<file path="src/rtl/commit_unit_pkg.sv">
// commit_unit shared types
// ROB head entry, store-buffer entry and drain FSM state
package commit_unit_pkg;

  localparam int XLEN        = 32;
  localparam int ROB_TAG_LEN = 5;
  localparam logic [4:0] ZERO_REG = 5'd0;

  typedef struct packed {
    logic            valid;
    logic [XLEN-1:0] npc;
    logic [31:0]     inst;
    logic            wr_mem;
    logic [4:0]      dest_reg;
    logic [XLEN-1:0] dest_addr;
    logic [XLEN-1:0] value;
    logic [2:0]      mem_size;
  } ROB_ENTRY;

  typedef struct packed {
    logic [XLEN-1:0] addr;
    logic [XLEN-1:0] data;
    logic [2:0]      size;
  } SB_ENTRY;

  typedef enum logic {
    SB_IDLE,
    SB_REQ
  } SB_STATE;

  function automatic logic same_word(
    input logic [XLEN-1:0] a,
    input logic [XLEN-1:0] b
  );
    return a[XLEN-1:2] == b[XLEN-1:2];
  endfunction

endpackage

</file>
<file path="src/rtl/commit_unit_if.sv">
// commit_unit data-memory store port
// master = store buffer, slave = memory
interface commit_unit_if;
  import commit_unit_pkg::*;

  logic            mem_req;
  logic [XLEN-1:0] mem_addr;
  logic [XLEN-1:0] mem_data;
  logic [2:0]      mem_size;
  logic            mem_ack;

  modport master (
    output mem_req,
    output mem_addr,
    output mem_data,
    output mem_size,
    input  mem_ack
  );

  modport slave (
    input  mem_req,
    input  mem_addr,
    input  mem_data,
    input  mem_size,
    output mem_ack
  );

endinterface

</file>
<file path="src/rtl/commit_unit_store_buffer.sv">
// Post-commit store buffer: circular FIFO, drain FSM
// and same-word conflict lookup for the load path
module store_buffer
  import commit_unit_pkg::*;
#(
  parameter int SB_DEPTH = 4,
  localparam int PW = $clog2(SB_DEPTH),
  localparam int CW = PW + 1
) (
  input  logic            clock,
  input  logic            reset_n,
  input  logic            push_i,
  input  SB_ENTRY         push_entry_i,
  commit_unit_if.master   mem,
  input  logic [XLEN-1:0] ld_check_addr_i,
  output logic            ld_conflict_o,
  output logic            full_o,
  output logic [CW-1:0]   count_o
);

  SB_ENTRY       buf_q [SB_DEPTH];
  logic [PW-1:0] head_q, head_d;
  logic [PW-1:0] tail_q, tail_d;
  logic [CW-1:0] count_q, count_d;
  SB_STATE       state_q, state_d;
  logic          pop;
  logic [PW-1:0] off;

  assign pop     = (state_q == SB_REQ) && mem.mem_ack;
  assign head_d  = pop    ? head_q + PW'(1) : head_q;
  assign tail_d  = push_i ? tail_q + PW'(1) : tail_q;
  assign count_d = count_q + CW'(push_i) - CW'(pop);
  assign full_o  = count_q == CW'(SB_DEPTH);
  assign count_o = count_q;

  // Entry storage; stale slots are masked by count
  always_ff @(posedge clock) begin
    if (push_i) buf_q[tail_q] <= push_entry_i;
  end

  // Pointers, occupancy and drain state
  always_ff @(posedge clock or negedge reset_n) begin
    if (!reset_n) begin
      head_q  <= '0;
      tail_q  <= '0;
      count_q <= '0;
      state_q <= SB_IDLE;
    end else begin
      head_q  <= head_d;
      tail_q  <= tail_d;
      count_q <= count_d;
      state_q <= state_d;
    end
  end

  // Drain next-state: hold request until ack empties us
  always_comb begin
    state_d = state_q;
    unique case (state_q)
      SB_IDLE: if (count_q != '0) state_d = SB_REQ;
      SB_REQ:  if (pop && count_d == '0) state_d = SB_IDLE;
      default: state_d = SB_IDLE;
    endcase
  end

  // Request outputs, zero when idle
  always_comb begin
    mem.mem_req  = state_q == SB_REQ;
    mem.mem_addr = '0;
    mem.mem_data = '0;
    mem.mem_size = '0;
    if (state_q == SB_REQ) begin
      mem.mem_addr = buf_q[head_q].addr;
      mem.mem_data = buf_q[head_q].data;
      mem.mem_size = buf_q[head_q].size;
    end
  end

  // Conflict lookup over occupied slots, popping one included
  always_comb begin
    ld_conflict_o = 1'b0;
    off = '0;
    for (int i = 0; i < SB_DEPTH; i++) begin
      off = PW'(i) - head_q;
      if (CW'(off) < count_q &&
          same_word(buf_q[i].addr, ld_check_addr_i))
        ld_conflict_o = 1'b1;
    end
  end

endmodule

</file>
<file path="src/rtl/commit_unit.sv">
// Retire stage: RF writeback, store hand-off
// to the post-commit buffer, retire counter
module commit_unit
  import commit_unit_pkg::*;
#(
  parameter int SB_DEPTH = 4
) (
  input  logic                   clock,
  input  logic                   reset_n,
  input  ROB_ENTRY               head_entry,
  input  logic                   head_ready,
  input  logic [ROB_TAG_LEN-1:0] head_tag,
  output logic                   commit_stall,
  output logic                   rf_wr_en,
  output logic [4:0]             rf_wr_idx,
  output logic [XLEN-1:0]        rf_wr_data,
  output logic [ROB_TAG_LEN-1:0] rf_wr_tag,
  commit_unit_if.master          mem,
  input  logic [XLEN-1:0]        ld_check_addr,
  output logic                   ld_conflict,
  output logic [$clog2(SB_DEPTH):0] sb_count,
  output logic [63:0]            retired_count
);

  logic                   sb_full;
  logic                   retire;
  logic                   st_push;
  logic                   rf_upd;
  SB_ENTRY                push_entry;

  logic                   rf_en_q, rf_en_d;
  logic [4:0]             rf_idx_q;
  logic [XLEN-1:0]        rf_data_q;
  logic [ROB_TAG_LEN-1:0] rf_tag_q;
  logic [63:0]            retired_q, retired_d;

  assign commit_stall = sb_full && head_entry.wr_mem;
  assign retire  = head_entry.valid && head_ready && !commit_stall;
  assign st_push = retire && head_entry.wr_mem;
  assign rf_upd  = retire && !head_entry.wr_mem;
  assign rf_en_d = rf_upd && (head_entry.dest_reg != ZERO_REG);
  assign retired_d = retired_q + 64'(retire);

  assign push_entry.addr = head_entry.dest_addr;
  assign push_entry.data = head_entry.value;
  assign push_entry.size = head_entry.mem_size;

  // Registered RF writeback and retire counter
  always_ff @(posedge clock or negedge reset_n) begin
    if (!reset_n) begin
      rf_en_q   <= 1'b0;
      rf_idx_q  <= '0;
      rf_data_q <= '0;
      rf_tag_q  <= '0;
      retired_q <= '0;
    end else begin
      rf_en_q   <= rf_en_d;
      retired_q <= retired_d;
      if (rf_upd) begin
        rf_idx_q  <= head_entry.dest_reg;
        rf_data_q <= head_entry.value;
        rf_tag_q  <= head_tag;
      end
    end
  end

  assign rf_wr_en      = rf_en_q;
  assign rf_wr_idx     = rf_idx_q;
  assign rf_wr_data    = rf_data_q;
  assign rf_wr_tag     = rf_tag_q;
  assign retired_count = retired_q;

  store_buffer #(
    .SB_DEPTH(SB_DEPTH)
  ) u_sb (
    .clock          (clock),
    .reset_n        (reset_n),
    .push_i         (st_push),
    .push_entry_i   (push_entry),
    .mem            (mem),
    .ld_check_addr_i(ld_check_addr),
    .ld_conflict_o  (ld_conflict),
    .full_o         (sb_full),
    .count_o        (sb_count)
  );

endmodule

</file>
<file path="src/flat_wrapper.sv">
// flat-port wrapper written by rule: the top's interface ports become plain ports
module commit_unit_flat import commit_unit_pkg::*;
#(
  parameter int SB_DEPTH = 4
)
  (clock, reset_n, head_entry, head_ready, head_tag, commit_stall, rf_wr_en, rf_wr_idx, rf_wr_data, rf_wr_tag, ld_check_addr, ld_conflict, sb_count, retired_count, mem_mem_req, mem_mem_addr, mem_mem_data, mem_mem_size, mem_mem_ack);
  commit_unit_if mem_i ();
  input  logic clock;
  input  logic reset_n;
  input  ROB_ENTRY head_entry;
  input  logic head_ready;
  input  logic [ROB_TAG_LEN-1:0] head_tag;
  output logic commit_stall;
  output logic rf_wr_en;
  output logic [4:0] rf_wr_idx;
  output logic [XLEN-1:0] rf_wr_data;
  output logic [ROB_TAG_LEN-1:0] rf_wr_tag;
  input  logic [XLEN-1:0] ld_check_addr;
  output logic ld_conflict;
  output logic [$clog2(SB_DEPTH):0] sb_count;
  output logic [63:0] retired_count;
  output wire logic [$bits(mem_i.mem_req)-1:0] mem_mem_req;
  output wire logic [$bits(mem_i.mem_addr)-1:0] mem_mem_addr;
  output wire logic [$bits(mem_i.mem_data)-1:0] mem_mem_data;
  output wire logic [$bits(mem_i.mem_size)-1:0] mem_mem_size;
  input wire logic [$bits(mem_i.mem_ack)-1:0] mem_mem_ack;
  assign mem_mem_req = mem_i.mem_req;
  assign mem_mem_addr = mem_i.mem_addr;
  assign mem_mem_data = mem_i.mem_data;
  assign mem_mem_size = mem_i.mem_size;
  assign mem_i.mem_ack = mem_mem_ack;
  commit_unit #(.SB_DEPTH(SB_DEPTH)) u_core (.clock(clock), .reset_n(reset_n), .head_entry(head_entry), .head_ready(head_ready), .head_tag(head_tag), .commit_stall(commit_stall), .rf_wr_en(rf_wr_en), .rf_wr_idx(rf_wr_idx), .rf_wr_data(rf_wr_data), .rf_wr_tag(rf_wr_tag), .mem(mem_i), .ld_check_addr(ld_check_addr), .ld_conflict(ld_conflict), .sb_count(sb_count), .retired_count(retired_count));
endmodule
</file>
<file path="config.mk">
export PLATFORM = sky130hd
export DESIGN_NAME = commit_unit_flat
export DESIGN_NICKNAME = d
export VERILOG_FILES = /design/src/rtl/commit_unit_pkg.sv /design/src/rtl/commit_unit_if.sv /design/src/rtl/commit_unit_store_buffer.sv /design/src/rtl/commit_unit.sv /design/src/flat_wrapper.sv
export SDC_FILE = /design/constraint.sdc
export NUM_CORES = 1
export LEC_CHECK = 0
export ABC_AREA = 1
export BUFFER_PORTS_ARGS = -buffer_cell sky130_fd_sc_hd__buf_4
export CAP_MARGIN = 20
export CORE_MARGIN = 4
export CORE_UTILIZATION = 50
export CTS_CLUSTER_DIAMETER = 30
export DETAILED_ROUTE_END_ITERATION = 10
export PLACE_DENSITY = 0.76
export SETUP_SLACK_MARGIN = 0.1
export SLEW_MARGIN = 40
export SYNTH_ARGS = -nofsm -noshare
export SYNTH_HDL_FRONTEND = slang
export SYNTH_HIERARCHICAL = 1
export SYNTH_SLANG_ARGS = --single-unit
</file>
<file path="constraint.sdc">
create_clock -name clock -period 3.1 [get_ports clock]
set_input_delay 0.155 -clock clock [delete_from_list [all_inputs] [get_ports clock]]
set_output_delay 0.155 -clock clock [all_outputs]
set_load 0.03 [all_outputs]
</file>
; ---- Word level (Yosys, flattened, before mapping)
; Memories as Yosys holds them, arrays and structs flattened.
; Cells that the tools add are included.
[word_totals]
regBits = 115
ramBits = 268
input_bits = 179
output_inout_bits = 180
wordCells = 58
memories = 1
[mem_list]
columns = name, words, width, read_ports, rd_ports_with_merged_regs, wr, line_no
row1 = u_core.u_sb.buf_q, 4, 67, 5, 0, 1, commit_unit_store_buffer.sv:21  ; SB_ENTRY buf_q [SB_DEPTH];
[classes]
addsub = 9
n_lt_le_gt_ge = 4
n_eq_ne = 5
mux = 12
n_bitwise = 1
n_reduce_logical = 17
[ops]
columns = cell, count
row1 = 30-bit == test, 4
row2 = 64-bit by 1-bit adder with 64-bit output, 1
row3 = 32-bit 2-to-1 mux, 2
row4 = 1-bit logical AND, 12
row5 = 2-bit by 3-bit less-than comparator with 1-bit output, 4
row6 = 1-bit 2-to-1 mux, 8
row7 = 5-bit nonzero test, 1
row8 = 2-bit by 1-bit adder with 2-bit output (second input constant), 2
row9 = 1-bit by 2-bit subtractor with 2-bit output (first input constant), 2
row10 = 2-bit subtractor (first input constant), 2
row11 = 3-bit by 1-bit adder with 3-bit output, 1
row12 = 3-bit == test (second input constant), 1
row13 = 3-bit zero test, 1
row14 = 3-bit 2-to-1 mux, 1
row15 = 3-bit nonzero test, 1
row16 = 3-bit by 1-bit subtractor with 3-bit output, 1
row17 = 1-bit zero test, 2
row18 = 1-bit one-hot mux with 2 select lines, 1
row19 = 1-bit NOT, 1

; ---- Depth between registers and ports, before layout
[depth]
depth_word = 11
mapped_depth = 15
depth_no_buf = 15

; ---- By module
; Netlist, hierarchy kept.
[modules_own_cells]
columns = module, instances, cells_each, area_per_inst_um2, seq_area_each_um2
row1 = store_buffer, 1, 1096, 12418.2, 8247.9
row2 = commit_unit, 1, 704, 5330.1, 2677.6

; ---- Worst setup path after synthesis
; Ideal clock, no wire load.
[synth_timing]
path_kind = register to register
startpoint = reg u_core.u_sb.count_q[0], in the netlist u_core/u_sb/count_o[0]
endpoint = mem u_core/u_sb/buf_q[1][0] in the netlist's numbering, enable pin
setup_ps = 421
arrival_time_ps = 3004
required_time_ps = 2679
setup_slack_ps = -326
path_stages_with_launch = 10
n_path_buf = 2
period_less_slack_ps = 3426
path_cell_list = dfrtp_1 -> clkbuf_1 -> nor3_1 -> nand2_1 -> inv_1 -> nor3_1 -> and2_1 -> clkbuf_1 -> nand2_1 -> inv_1
[synth_via]
elab_chain_len = 7
[synth_lines]
columns = element, line_no
row1 = start: declaration, commit_unit_store_buffer.sv:24  ; logic [CW-1:0] count_q, count_d;
row2 = start signal: assignment, commit_unit_store_buffer.sv:51  ; count_q <= count_d;
row3 = 3-bit == test, commit_unit_store_buffer.sv:33  ; assign full_o = count_q == CW'(SB_DEPTH);
row4 = named net u_core.sb_full, commit_unit.sv:25  ; logic sb_full;
row5 = 1-bit logical AND, commit_unit.sv:37  ; assign commit_stall = sb_full && head_entry.wr_mem;
row6 = named net commit_stall, flat_wrapper.sv:13  ; output logic commit_stall;
row7 = 1-bit zero test, commit_unit.sv:38  ; assign retire = head_entry.valid && head_ready && !commit_stall;
row8 = 1-bit logical AND, commit_unit.sv:38
row9 = 1-bit logical AND, commit_unit.sv:39  ; assign st_push = retire && head_entry.wr_mem;
row10 = named net u_core.st_push, commit_unit.sv:27  ; logic st_push;
row11 = 1-bit 2-to-1 mux, commit_unit_store_buffer.sv:38  ; if (push_i) buf_q[tail_q] <= push_entry_i;
row12 = 1-bit 2-to-1 mux (implied by the code), commit_unit_store_buffer.sv:38
row13 = end: declaration, commit_unit_store_buffer.sv:21
; The timed path passes the listed nets, and every way through them passes these cells.

; ---- Worst setup path in the final report
[layout_timing]
startpoint = reg u_core.u_sb.head_q[0]
endpoint = out ld_conflict
[layout_via]
elab_chain_len = 7
elab_cells_between_ends = 16
cone_classes = add/sub: 4 / order compare: 4 / mux: 4 / reduce/logical: 4
[layout_lines]
columns = element, line_no
row1 = start: declaration, commit_unit_store_buffer.sv:22  ; logic [PW-1:0] head_q, head_d;
row2 = start signal: assignment, commit_unit_store_buffer.sv:44  ; head_q <= '0;
row3 = start signal: assignment, commit_unit_store_buffer.sv:49  ; head_q <= head_d;
row4 = 1-bit by 2-bit subtractor with 2-bit output, commit_unit_store_buffer.sv:84  ; off = PW'(i) - head_q;
row5 = 2-bit by 3-bit less-than comparator with 1-bit output, commit_unit_store_buffer.sv:85  ; if (CW'(off) < count_q &&
row6 = 1-bit logical AND, commit_unit_store_buffer.sv:85
row7 = 1-bit 2-to-1 mux (3 in a row), commit_unit_store_buffer.sv:85
row8 = 1-bit 2-to-1 mux (*), commit_unit_store_buffer.sv:85
row9 = end: declaration, flat_wrapper.sv:19  ; output logic ld_conflict;
; Mark *: on every way between the ends. The rest lies on a longest branch, timed or not.

==> impl_metrics.toml <==
[run_status]
result_of_the_run = "finished clean"

[power_and_ir_drop]
p_int_mw = 13.7
power.clock.fraction_pct = 38.1
switching_share_pct = 36.4
power_per_cell_area_nw_per_um2 = 897
vdd.ir_drop.worst_mv = 0.800
switching_power_mw = 7.80
power.sequential.fraction_pct = 28.9
finalPower_mw = 21.5
leakage_dissipation_nw = 10.1
pwr-share-comb_pct = 33.0

[sta]
hold_viol = 0
grt_setup_unrepaired = "no"
fin_crit_ns = 2.87
min_period_over_period_pct = 92.5
timing.slew.headroom_pct = 51.5
fin_worst_hold_slack_ns = 0.0397
post-route-worst-setup-slack_ns = 0.233
slew_viol_final = 0
fmax_mhz = 349
setup-violations-final = 0
worst_slew_pin_slew_ns = 0.727
totalNegativeSetupSlack_ns = 0
finClkSkew_ns = 0.0188

[floorplan]
core_area_um2 = 34800
start_util_pct = 51.0
chip_height_um = 196
die-width_um = 196
fp.dieArea_um2 = 38600
rows = 68
io-pin-count = 359

[cells_and_area]
postLayoutCoreUtil_pct = 68.7
layout.filler_cells = 2472
antennaDiodeCount = 0
syn_to_final_growth_pct = 34.8
final_cell_mix = "sky130_fd_sc_hd__nand2_1, sky130_fd_sc_hd__buf_4, sky130_fd_sc_hd__edfxtp_1, sky130_fd_sc_hd__nor2_1, sky130_fd_sc_hd__inv_1"
final_net_count = 2403
post_route_cells_drive_above_1_share_pct = 21.7
layout_commonest_cell = "sky130_fd_sc_hd__nand2_1"

[global_route]
initial_antenna_violation_count = 0
grt_start_max_net_pins = 68
grt_first_pass_wirelength_um = 83700
remaining_overflow_grt = 0
first_global_vias = 15500
grt_util_all_layers_pct = 27.5

[setup_path]
path_max_fanout = 13
type_of_the_worst_setup_path = "reg2out"
setup.worst_path.end_class = "primary output"
setup.worst_path.start_class = "flop"
cp_data_required_time_ns = 2.94
crit_arrival_ns = 2.71
r2r_setup_slack_ns = 0.39

[yosys]
total_nets_after_synthesis = 1991
synth_sequential_area_ratio_pct = 61.6
post_synth_inst_count = 1800
synthesis.area_um2 = 17700
yosysWarningCount = 6
post_synth.cell_area_avg_um2 = 9.86
postSynthRegisterBits = 383
post_synth_num_cell_types = 37

[clock_network]
ctsHtreeMaxLevel = 3
clock_tree_buffer_depth = 3
cts.clk_slew.worst_paths_ns = 0.04
numClockSinks = 383
clock_root_buffer_master = "sky130_fd_sc_hd__clkbuf_16"
tritoncts.num_buffers = 76
insertion_delay_ns = 0.57
cts_tree = "built"

[placement]
placement.io_buffers = 292
detailedPlace.worstSlack_ns = 0.372
globalplace.congestion = 0.949
hpwl_um = 35600

[drt]
dr.pass1.iters = 6
drc_markers = 0
ant_nets = 0
avgViaCountPerCell = 5.49
route.vias.total = 15000
finalWirelength_um = 54100
detail_route.wl_per_cell_um = 19.8
detail_route.iter0.violations = 1378

[flow_run]
max_cap_viol_count = 0

[worst_hold_path]
min-delay-path-class = "in2reg"
[stage by stage]
stage	area, µm²	std cells
final	23900	2729
after detailed placement	20500	2508
after floorplan	17800	1800
after global routing	23900	2729
after CTS	23900	2728
after global placement	20500	2508
[power by group through the flow]
| stage | Combinational (mW) | Sequential, mW | Clock [mW] |
|---|---|---|---|
| detailed placement | 6.83 | 6.32 | 0 |
| floorplan | 3.98 | 6.45 | 0 |
| global route | 7.50 | 6.24 | 8.58 |
| finish | 7.08 | 6.20 | 8.18 |
| CTS | 7.01 | 6.21 | 8.28 |
| global placement | 6.75 | 6.30 | 0 |
[worst max-delay path, stage by stage, from the launching register on]
cell	delay (ns)
sky130_fd_sc_hd__dfrtp_2	0.54
sky130_fd_sc_hd__nor2_4	0.19
sky130_fd_sc_hd__inv_1	0.05
sky130_fd_sc_hd__nand2_1	0.10
sky130_fd_sc_hd__inv_1	0.06
sky130_fd_sc_hd__ha_1	0.28
sky130_fd_sc_hd__a21oi_1	0.17
sky130_fd_sc_hd__or2_0	0.19
sky130_fd_sc_hd__nand3_1	0.09
sky130_fd_sc_hd__nor2_1	0.12
sky130_fd_sc_hd__nor2_1	0.05
sky130_fd_sc_hd__nand2_1	0.12
sky130_fd_sc_hd__buf_4	0.18
[sequential cells by signal, summed over array words and instances, names as in the netlist]
name	flops
u_core/u_sb/count_o	3
u_core/u_sb/buf_q	268
u_core/u_sb/head_q	2
u_core/rf_wr_data	32
u_core/rf_wr_tag	5
u_core/retired_count	64
u_core/rf_wr_en	1
u_core/u_sb/mem.mem_req	1
u_core/rf_wr_idx	5
u_core/u_sb/tail_q	2
[synthesized netlist by cell type]
| cell | count | area, µm² |
|---|---|---|
| sky130_fd_sc_hd__clkbuf_2 | 6 | 30.0 |
| sky130_fd_sc_hd__nor2_1 | 202 | 758 |
| sky130_fd_sc_hd__clkbuf_1 | 23 | 86.3 |
| sky130_fd_sc_hd__xor2_1 | 33 | 289 |
| sky130_fd_sc_hd__inv_1 | 160 | 601 |
| sky130_fd_sc_hd__fa_1 | 1 | 20.0 |
| sky130_fd_sc_hd__edfxtp_1 | 268 | 8050 |
| sky130_fd_sc_hd__buf_4 | 10 | 75.1 |
| sky130_fd_sc_hd__o41ai_1 | 1 | 8.76 |
| sky130_fd_sc_hd__inv_2 | 1 | 3.75 |
| sky130_fd_sc_hd__nand3b_1 | 2 | 15.0 |
| sky130_fd_sc_hd__o22ai_1 | 13 | 81.3 |
| sky130_fd_sc_hd__nand4_1 | 10 | 62.6 |
| sky130_fd_sc_hd__a21oi_1 | 4 | 20.0 |
| sky130_fd_sc_hd__o21ai_0 | 41 | 205 |
| sky130_fd_sc_hd__nor3_2 | 1 | 10.0 |
| sky130_fd_sc_hd__nand2_1 | 528 | 1980 |
| sky130_fd_sc_hd__a31oi_1 | 45 | 282 |
| sky130_fd_sc_hd__nor3_1 | 4 | 20.0 |
| sky130_fd_sc_hd__nor2_4 | 8 | 90.1 |
| sky130_fd_sc_hd__xnor2_1 | 54 | 473 |
| sky130_fd_sc_hd__nand3_1 | 126 | 631 |
| sky130_fd_sc_hd__or2_2 | 3 | 18.8 |
| sky130_fd_sc_hd__nor2_2 | 6 | 37.5 |
| sky130_fd_sc_hd__buf_6 | 1 | 11.3 |
| sky130_fd_sc_hd__buf_2 | 24 | 120 |
| sky130_fd_sc_hd__inv_4 | 1 | 6.26 |
| sky130_fd_sc_hd__dfrtp_1 | 115 | 2880 |
| sky130_fd_sc_hd__nand2_2 | 13 | 81.3 |
| sky130_fd_sc_hd__nor2_8 | 2 | 40.0 |
| sky130_fd_sc_hd__a22oi_1 | 45 | 338 |
| sky130_fd_sc_hd__o21ai_1 | 11 | 55.1 |
| sky130_fd_sc_hd__or2_0 | 2 | 12.5 |
| sky130_fd_sc_hd__ha_1 | 11 | 138 |
| sky130_fd_sc_hd__nand2_4 | 2 | 22.5 |
| sky130_fd_sc_hd__a221oi_1 | 22 | 193 |
| sky130_fd_sc_hd__and2_1 | 1 | 6.26 |
[cells by family (layout without fill, tap and decap cells)]
family / count (synthesis) / count (layout) / synth area share (%)
buffers and inverters: 226 / 700 / 5.26
and+or+nand+nor: 910 / 910 / 21.3
xor gates and xnor gates: 87 / 87 / 4.29
adders and majority gates: 12 / 12 / 0.888
AOI/OAI and AO/OA: 182 / 182 / 6.66
DFF: 383 / 383 / 61.6
[per-layer routing]
metal / vias up / wire, µm / share of wire, % / GRT usage (%)
met5: - / 0 / 0 / 0
met4: 0 / 1740 / 3.2 / 11.1
met3: 122 / 5210 / 9.6 / 6.62
met1: 7235 / 21000 / 39 / 35.3
met2: 746 / 26200 / 48 / 45.4
li1: 6883 / - / - / -
[worst paths after layout]
path / startpoint / endpoint / cells after the start
worst max-delay path: u_core/u_sb/head_q[0]$_DFFE_PN0P_ / ld_conflict / 12
worst min-delay path: mem_mem_ack / u_core/u_sb/head_q[0]$_DFFE_PN0P_ / 3
worst max register to register: u_core/u_sb/count_o[2]$_DFF_PN0_ / u_core/u_sb/mem.mem_req$_DFF_PN0_ / 14
worst min register to register: u_core/rf_wr_data[9]$_DFFE_PN0P_ / u_core/rf_wr_data[9]$_DFFE_PN0P_ / 2
max in group asynchronous: reset_n / u_core/rf_wr_data[7]$_DFFE_PN0P_ / 3
min in group asynchronous: reset_n / u_core/retired_count[42]$_DFF_PN0_ / 2
[layout make-up]
class,instances,area [µm²],share of cell area [%]
Clock inverter,53,628,2.63
Timing Repair Buffer,398,3290,13.7
Clock buffer,87,1980,8.29
Inverter,162,627,2.62
Multi-Input combinational cell,1191,5900,24.6
Sequential cell,383,10900,45.7
Tap cell,455,569,2.38
[timing repair]
item | CTS | global route
hold buffers | 79 | 0
setup buffers | 1 | 1
pin swaps | 0 | 0
hold endpoints to repair | 353 | 0
gates resized for setup | 1 | 1
endpoints found under the setup margin | 7 | 2
Note: power is estimated with default switching activity, not from simulation.
